$ cat src/rtl/fetch_unit.sv
// fetch_unit -- instruction fetch stage.
// Issues one outstanding instruction-memory request at a time, presents the
// returned word in the IF/ID register, absorbs ID-stage stalls with a
// one-entry hold buffer and redirects the PC on ID-stage branch decisions.
//
// Build option: define BRANCH_DELAY_SLOT_EN to give branches a delay slot.
// Then a redirect does not flush anything; the target is held pending and is
// applied after the next delivered instruction instead of pc+4.
//
// state | meaning
// ------+-----------------------------------------------------------------
// REQ   | imem_req high at imem_addr=pc, waiting for a grant
// WAIT  | request granted, waiting for its response (r_live: still wanted)
// HOLD  | response captured in the hold buffer while ID is stalled
//
// Killed responses: r_kill counts granted requests whose response must be
// thrown away. Memory responds in order, so the next r_kill responses are
// always the dead ones.
module fetch_unit #(
    parameter logic [31:0] RESET_PC = 32'h0000_0000
) (
    input  logic        clk,
    input  logic        rst_n,
    input  logic        stall,
    input  logic [1:0]  branch,
    input  logic [31:0] id_inst,
    input  logic [31:0] id_pc,
    input  logic [31:0] ra,
    output logic        imem_req,
    output logic [31:0] imem_addr,
    input  logic        imem_gnt,
    input  logic        imem_rvalid,
    input  logic [31:0] imem_rdata,
    output logic [31:0] if_id_inst,
    output logic [31:0] if_id_pc,
    output logic        if_id_valid,
    output logic        redirect
);

    typedef enum logic [1:0] {
        S_REQ  = 2'd0,
        S_WAIT = 2'd1,
        S_HOLD = 2'd2
    } state_t;

    state_t      r_state;
    logic [31:0] r_pc;
    logic [31:0] r_buf;
    logic [31:0] r_if_id_inst;
    logic [31:0] r_if_id_pc;
    logic        r_if_id_valid;
    logic        r_redirect;
    logic        r_live;
    logic [1:0]  r_kill;

    logic [31:0] w_id_pc_p4;
    logic [31:0] w_br_off;
    logic [31:0] w_target;
    logic [31:0] w_pc_next;
    logic [31:0] w_inst;
    logic        w_redir;
    logic        w_flush;
    logic        w_rsp_live;
    logic        w_deliver;
    logic        w_kill_inc;
    logic        w_kill_dec;
    logic [1:0]  w_kill_next;

    // A branch only counts when ID holds a real instruction and is moving on.
    assign w_redir    = (branch != 2'b00) && r_if_id_valid && !stall;

    assign w_id_pc_p4 = id_pc + 32'd4;
    assign w_br_off   = {{14{id_inst[15]}}, id_inst[15:0], 2'b00};

    // Redirect target for the branch kind decided in ID.
    always_comb begin
        w_target = w_id_pc_p4;
        case (branch)
            2'b01: w_target = w_id_pc_p4 + w_br_off;
            2'b10: begin
                if (id_inst[31:26] == 6'b000010) begin
                    w_target = {w_id_pc_p4[31:28], id_inst[25:0], 2'b00};
                end else begin
                    w_target = ra;
                end
            end
            2'b11:   w_target = ra;
            default: w_target = w_id_pc_p4;
        endcase
    end

    // A response is the live one only once every dead response has drained.
    assign w_rsp_live = (r_state == S_WAIT) && imem_rvalid && (r_kill == 2'd0);
    assign w_deliver  = !w_flush && !stall && (w_rsp_live || (r_state == S_HOLD));
    assign w_inst     = (r_state == S_HOLD) ? r_buf : imem_rdata;

    // A flush turns any granted-but-unanswered live request into a dead one.
    assign w_kill_inc = w_flush &&
                        (((r_state == S_REQ) && imem_gnt) ||
                         ((r_state == S_WAIT) && r_live && !w_rsp_live));
    assign w_kill_dec = imem_rvalid && (r_kill != 2'd0) && (r_state != S_HOLD);
    assign w_kill_next = r_kill + {1'b0, w_kill_inc} - {1'b0, w_kill_dec};

`ifdef BRANCH_DELAY_SLOT_EN
    logic        r_pend_valid;
    logic [31:0] r_pend_target;

    assign w_flush   = 1'b0;
    // A redirect coinciding with delivery applies to that delivered slot.
    assign w_pc_next = w_redir      ? w_target :
                       r_pend_valid ? r_pend_target : (r_pc + 32'd4);

    // Hold the branch target until the delay-slot instruction is delivered.
    always_ff @(posedge clk or negedge rst_n) begin
        if (!rst_n) begin
            r_pend_valid  <= 1'b0;
            r_pend_target <= '0;
        end else if (w_deliver) begin
            r_pend_valid  <= 1'b0;
        end else if (w_redir) begin
            r_pend_valid  <= 1'b1;
            r_pend_target <= w_target;
        end
    end
`else
    assign w_flush   = w_redir;
    assign w_pc_next = r_pc + 32'd4;
`endif

    // Fetch FSM together with PC, IF/ID register, hold buffer and kill count.
    always_ff @(posedge clk or negedge rst_n) begin
        if (!rst_n) begin
            r_state       <= S_REQ;
            r_pc          <= RESET_PC;
            r_buf         <= '0;
            r_if_id_inst  <= '0;
            r_if_id_pc    <= '0;
            r_if_id_valid <= 1'b0;
            r_redirect    <= 1'b0;
            r_live        <= 1'b0;
            r_kill        <= 2'd0;
        end else begin
            r_redirect <= w_redir;
            r_kill     <= w_kill_next;

            if (w_deliver) begin
                r_if_id_inst  <= w_inst;
                r_if_id_pc    <= r_pc;
                r_if_id_valid <= 1'b1;
                r_pc          <= w_pc_next;
            end else if (!stall) begin
                // ID consumed its instruction and nothing replaces it: bubble.
                r_if_id_valid <= 1'b0;
            end

            if (w_flush) begin
                r_pc <= w_target;
            end

            case (r_state)
                S_REQ: begin
                    // A grant in a flush cycle is for the old pc; stay and
                    // request the target next cycle, the grant is counted dead.
                    if (!w_flush && imem_gnt) begin
                        r_state <= S_WAIT;
                        r_live  <= 1'b1;
                    end
                end
                S_WAIT: begin
                    if (w_rsp_live) begin
                        if (w_flush || !stall) begin
                            r_state <= S_REQ;
                        end else begin
                            r_buf   <= imem_rdata;
                            r_state <= S_HOLD;
                        end
                    end else begin
                        if (w_flush) begin
                            r_live <= 1'b0;
                        end
                        // Nothing wanted is outstanding once the dead ones drain.
                        if ((!r_live || w_flush) && (w_kill_next == 2'd0)) begin
                            r_state <= S_REQ;
                        end
                    end
                end
                S_HOLD: begin
                    if (w_flush || !stall) begin
                        r_buf   <= '0;
                        r_state <= S_REQ;
                    end
                end
                default: r_state <= S_REQ;
            endcase
        end
    end

    assign imem_req    = (r_state == S_REQ);
    assign imem_addr   = r_pc;
    assign if_id_inst  = r_if_id_inst;
    assign if_id_pc    = r_if_id_pc;
    assign if_id_valid = r_if_id_valid;
    assign redirect    = r_redirect;

endmodule

$ cat config.mk
export PLATFORM = sky130hd
export DESIGN_NAME = fetch_unit
export DESIGN_NICKNAME = d
export VERILOG_FILES = /design/src/rtl/fetch_unit.sv
export SDC_FILE = /design/constraint.sdc
export NUM_CORES = 1
export LEC_CHECK = 0
export ABC_AREA = 1
export CAP_MARGIN = 20
export CORE_ASPECT_RATIO = 0.8
export CORE_UTILIZATION = 40
export DETAILED_ROUTE_END_ITERATION = 8
export GPL_TIMING_DRIVEN = 0
export PLACE_DENSITY = 0.69
export SETUP_SLACK_MARGIN = 0.5
export SYNTH_ARGS = -nofsm -noshare
export SYNTH_HDL_FRONTEND = slang
export SYNTH_SLANG_ARGS = --single-unit
$ cat constraint.sdc
create_clock -name clk -period 2.1 [get_ports clk]
set_input_delay 0.21 -clock clk [delete_from_list [all_inputs] [get_ports clk]]
set_output_delay 0.21 -clock clk [all_outputs]
set_load 0.05 [all_outputs]
==> reports/qor.txt, run 1 <==
FLOORPLANNING
----------------------------------------------------------------------------------
Die boundary width                                                        177.8 µm
IO Count                                                                       234
Die Area                                                                 25370 µm²
Core Area                                                                24310 µm²
Initial Util                                                                40.69%
Die H                                                                     142.7 µm
Count of standard-cell rows                                                     51

CTS
----------------------------------------------------------------------------------
Register clock-pin slew on the reported worst setup and hold paths         0.07 ns
Sinks on the clock net                                                         135
CTS max path bufs                                                                2
Root buf cell                                                            clkbuf_16
H-tree depth reported by CTS                                                     4
Worst-skew pair later-pin latency                                          0.44 ns
CTS tree                                                                       yes
CTS buffer count                                                                17

SYNTHESIS
----------------------------------------------------------------------------------
Post-synthesis register bit count                                              135
Sequential-to-total area share from yosys stat                              34.15%
Post-Syn Nets                                                                 1656
Count of flip-flops with a built-in enable after synthesis                       0
Cell area after synthesis                                                 9892 µm²
Top_reg_cell synth                                                         dfrtp_1
Syn Area/Cell                                                            6.675 µm²
Unique cell type count in the Yosys netlist                                     48
Fraction of registers with async set/reset                                  100.0%
Count of warnings emitted by yosys                                               0
Cells after synthesis                                                         1482

POWER
----------------------------------------------------------------------------------
Pleak                                                                     8.559 nW
Maximum vdd ir drop                                                      0.6764 mV
Overall power of the completed layout                                     20.67 mW
Total power divided by cell area                                       1178 nW/µm²

DRT
----------------------------------------------------------------------------------
Pre-antenna DRT Iters                                                            6
Number of vias in the routed layout                                          12250
Number of nets still failing antenna checks after routing                        0
Number of design rule violations left after detail routing                       0
Iter 0 DRT Violations                                                         1163
Routed wire length                                                        43.98 mm
Mean routed wirelength per cell                                           20.15 µm
Post-DR vias/cell                                                            5.613

GLOBAL ROUTE
----------------------------------------------------------------------------------
Largest net degree at the start of global routing                               87
Via count of the first global-routing pass                                   11180
Total routing resource utilization after global routing                     31.34%
Antenna violations before repair                                                 1
Total global routing overflow                                                    0
First-pass GRT wire length                                                60.65 mm

TIMING
----------------------------------------------------------------------------------
Number of hold violations in the final report                                    0
Ratio of final minimum period to clock period                               112.9%
Final setup slack of the worst path                                     -0.2714 ns
Final Setup Violations                                                          37
Min Tclk post-route                                                       2.371 ns
Max Freq                                                                 421.7 MHz
Worst Skew                                                              0.01465 ns
Worst-Margin Slew                                                        0.7936 ns
Unrepaired setup endpoints after global routing                                yes
Rel. slew slack                                                             47.09%
Number of max-slew violations in the final report                                0

PLACEMENT
----------------------------------------------------------------------------------
Count of port buffers added during placement                                   233
Area of placed instances                                                 13000 µm²
RePlAce Congestion                                                          0.9656
Post-detailed-placement half-perimeter wirelength                         29.13 mm

OUTCOME
----------------------------------------------------------------------------------
Failing checks                                                        negative setup slack
Result of the run                                                     complete, but fails checks

FINISH
----------------------------------------------------------------------------------
Fill count                                                                    1732
Final design utilization                                                    72.16%
Sequential standard cell area                                             3388 µm²
Post-route cell area                                                     17540 µm²
Share of final-layout standard cells stronger than drive strength 1         37.31%
NumNets Final                                                                 2025
Area of the multi-input gates                                             8005 µm²
Syn-to-layout area delta                                                    77.35%

WORST SETUP PATH
----------------------------------------------------------------------------------
Type of element launching the critical path                              input pin
Largest fanout of any net on the critical path                                   5
Required time of the critical path                                         2.44 ns
Worst Path Class, Setup                                               input pin to register
Kind of end point of the critical path                                    register
Critical Path AT                                                           2.71 ns

RUN
----------------------------------------------------------------------------------
MaxCap Viol Count                                                                0

HOLD PATH
----------------------------------------------------------------------------------
Class of the worst hold path                                          input pin to async pin

-- through the flow --
| step | hold WS, ns | cells | TNS, ns | setup slack, ns |
|---|---|---|---|---|
| after global placement | 0.4567 | 2033 | -676.43 | -5.128 |
| after floorplan | -0.08559 | 1482 | -2.578 | -0.2645 |
| after CTS | 0.3018 | 2147 | -1.304 | -0.1800 |
| final | 0.2570 | 2182 | -3.175 | -0.2714 |
| after detailed placement | 0.1792 | 2034 | -53.18 | -1.534 |
| after global routing | 0.3261 | 2181 | -7.266 | -0.4594 |
-- cell type report --
type                    count  area share (%)
multi-input cells        1122           45.63
repair buffers            349           21.63
plain buffers              49           3.445
inverters                 176           4.030
repair inverters            1         0.04279
clock buffers              17           2.425
clock inverters            14           1.198
well taps                 318           2.268
flip-flops and latches    135           19.31
diodes                      1         0.01426
-- layout by cell type (no fill, tap or decap), types with 39 or more instances in the layout --
cell type	n
dlymetal6s2s_1	81
buf_4	65
nand3_1	66
clkdlybuf4s50_1	100
nand2_2	70
nor2_1	91
buf_6	39
nor2_4	65
o21ai_0	42
nand2_4	43
dfrtp_1	127
inv_1	145
o21ai_2	48
nand3_2	44
nand2_1	312
-- logic make-up (layout without fill, tap and decap cells) --
| kind of cell | Yosys count | count (layout) | synth area share (%) |
|---|---|---|---|
| buffers and inverters | 225 | 606 | 8.841 |
| xor gates and xnor gates | 36 | 36 | 3.187 |
| adders and majority gates | 39 | 39 | 5.009 |
| other | 0 | 1 | 0 |
| DFF | 135 | 135 | 34.15 |
| and+or+nand+nor | 792 | 792 | 34.38 |
| AOI/OAI and AO/OA | 255 | 255 | 14.43 |
-- report_power, final --
part | internal [mW] | leakage, nW | switching (mW)
logic | 4.60 | 6.65 | 7.40
clock network | 2.02 | 0.306 | 1.32
registers | 3.83 | 1.61 | 1.50
total | 10.4 | 8.56 | 10.2
-- flip-flops by register name, indices dropped and copies added (netlist names) --
name / flops
r_state: 2
imem_addr: 32
r_kill: 2
r_live: 1
if_id_valid: 1
redirect: 1
if_id_inst: 32
r_buf: 32
if_id_pc: 32
-- synthesized netlist by cell type, types with 12 or more instances --
master	n	share of area, %
dfrtp_1	135	34
nor2_1	177	6.7
o21ai_1	15	0.76
nand2_1	422	16
nand3_1	120	6.1
ha_1	38	4.8
nor3_1	12	0.61
xor2_1	22	1.9
o21ai_0	113	5.7
xnor2_1	14	1.2
a31oi_1	37	2.3
clkbuf_1	31	1.2
a21oi_1	57	2.9
inv_1	165	6.3
nor2_2	13	0.82
buf_2	12	0.61
nand4_1	19	1.2
-- critical path: stages --
cell     delay [ns]
buf_12         0.09
ha_4           0.14
nand2_4        0.06
inv_4          0.05
nand2_2        0.05
nor2_2         0.10
nand4_1        0.19
nor2_2         0.19
nand2_1        0.08
xor2_1         0.16
inv_1          0.09
ha_4           0.34
nand2_4        0.09
nor2_4         0.16
nand2_1        0.07
nor2_1         0.08
nand2_1        0.07
nand4_1        0.10
nand3_1        0.08
nand2_1        0.10
inv_1          0.05
nor2_1         0.14
-- metal layers --
metal | GRT usage, % | wire [µm]
met4 | 9.897 | 1482
met5 | 0 | 0
met1 | 43.04 | 18400
met3 | 5.059 | 3397
met2 | 50.35 | 20690
-- final timing paths --
path,start,cells past startpoint,end,slack [ns]
worst max-delay path,id_pc[3],22,imem_addr[27],-0.27
worst min register to register,if_id_pc[28],2,if_id_pc[28],0.49
worst max register to register,r_state[1],16,imem_addr[30],-0.25
worst min-delay path,rst_n,2,if_id_inst[18],0.26
max in group asynchronous,rst_n,3,imem_addr[4],1.04
min in group clk,stall,3,if_id_valid,0.35
-- timing repair --
| item | in CTS | in global routing |
|---|---|---|
| gates resized for setup | 574 | 444 |
| endpoints found under the hold margin | 49 | 0 |
| pin swaps | 128 | 97 |
| hold buffers | 1 | 0 |
| gates cloned | 8 | 7 |
| buffers inserted | 73 | 27 |
| endpoints found under the setup margin | 233 | 224 |
(Power assumes the default switching activity.)
==> inputs of run 2 (changes only) <==
--- a/config.mk
+++ b/config.mk
@@ -6,7 +6,6 @@
 export NUM_CORES = 1
 export LEC_CHECK = 0
 export ABC_AREA = 1
-export CAP_MARGIN = 20
 export CORE_ASPECT_RATIO = 0.8
 export CORE_UTILIZATION = 40
 export DETAILED_ROUTE_END_ITERATION = 8
==> results of run 2 <==
The final DEF is identical to that of run 1; final timing and power are the same.
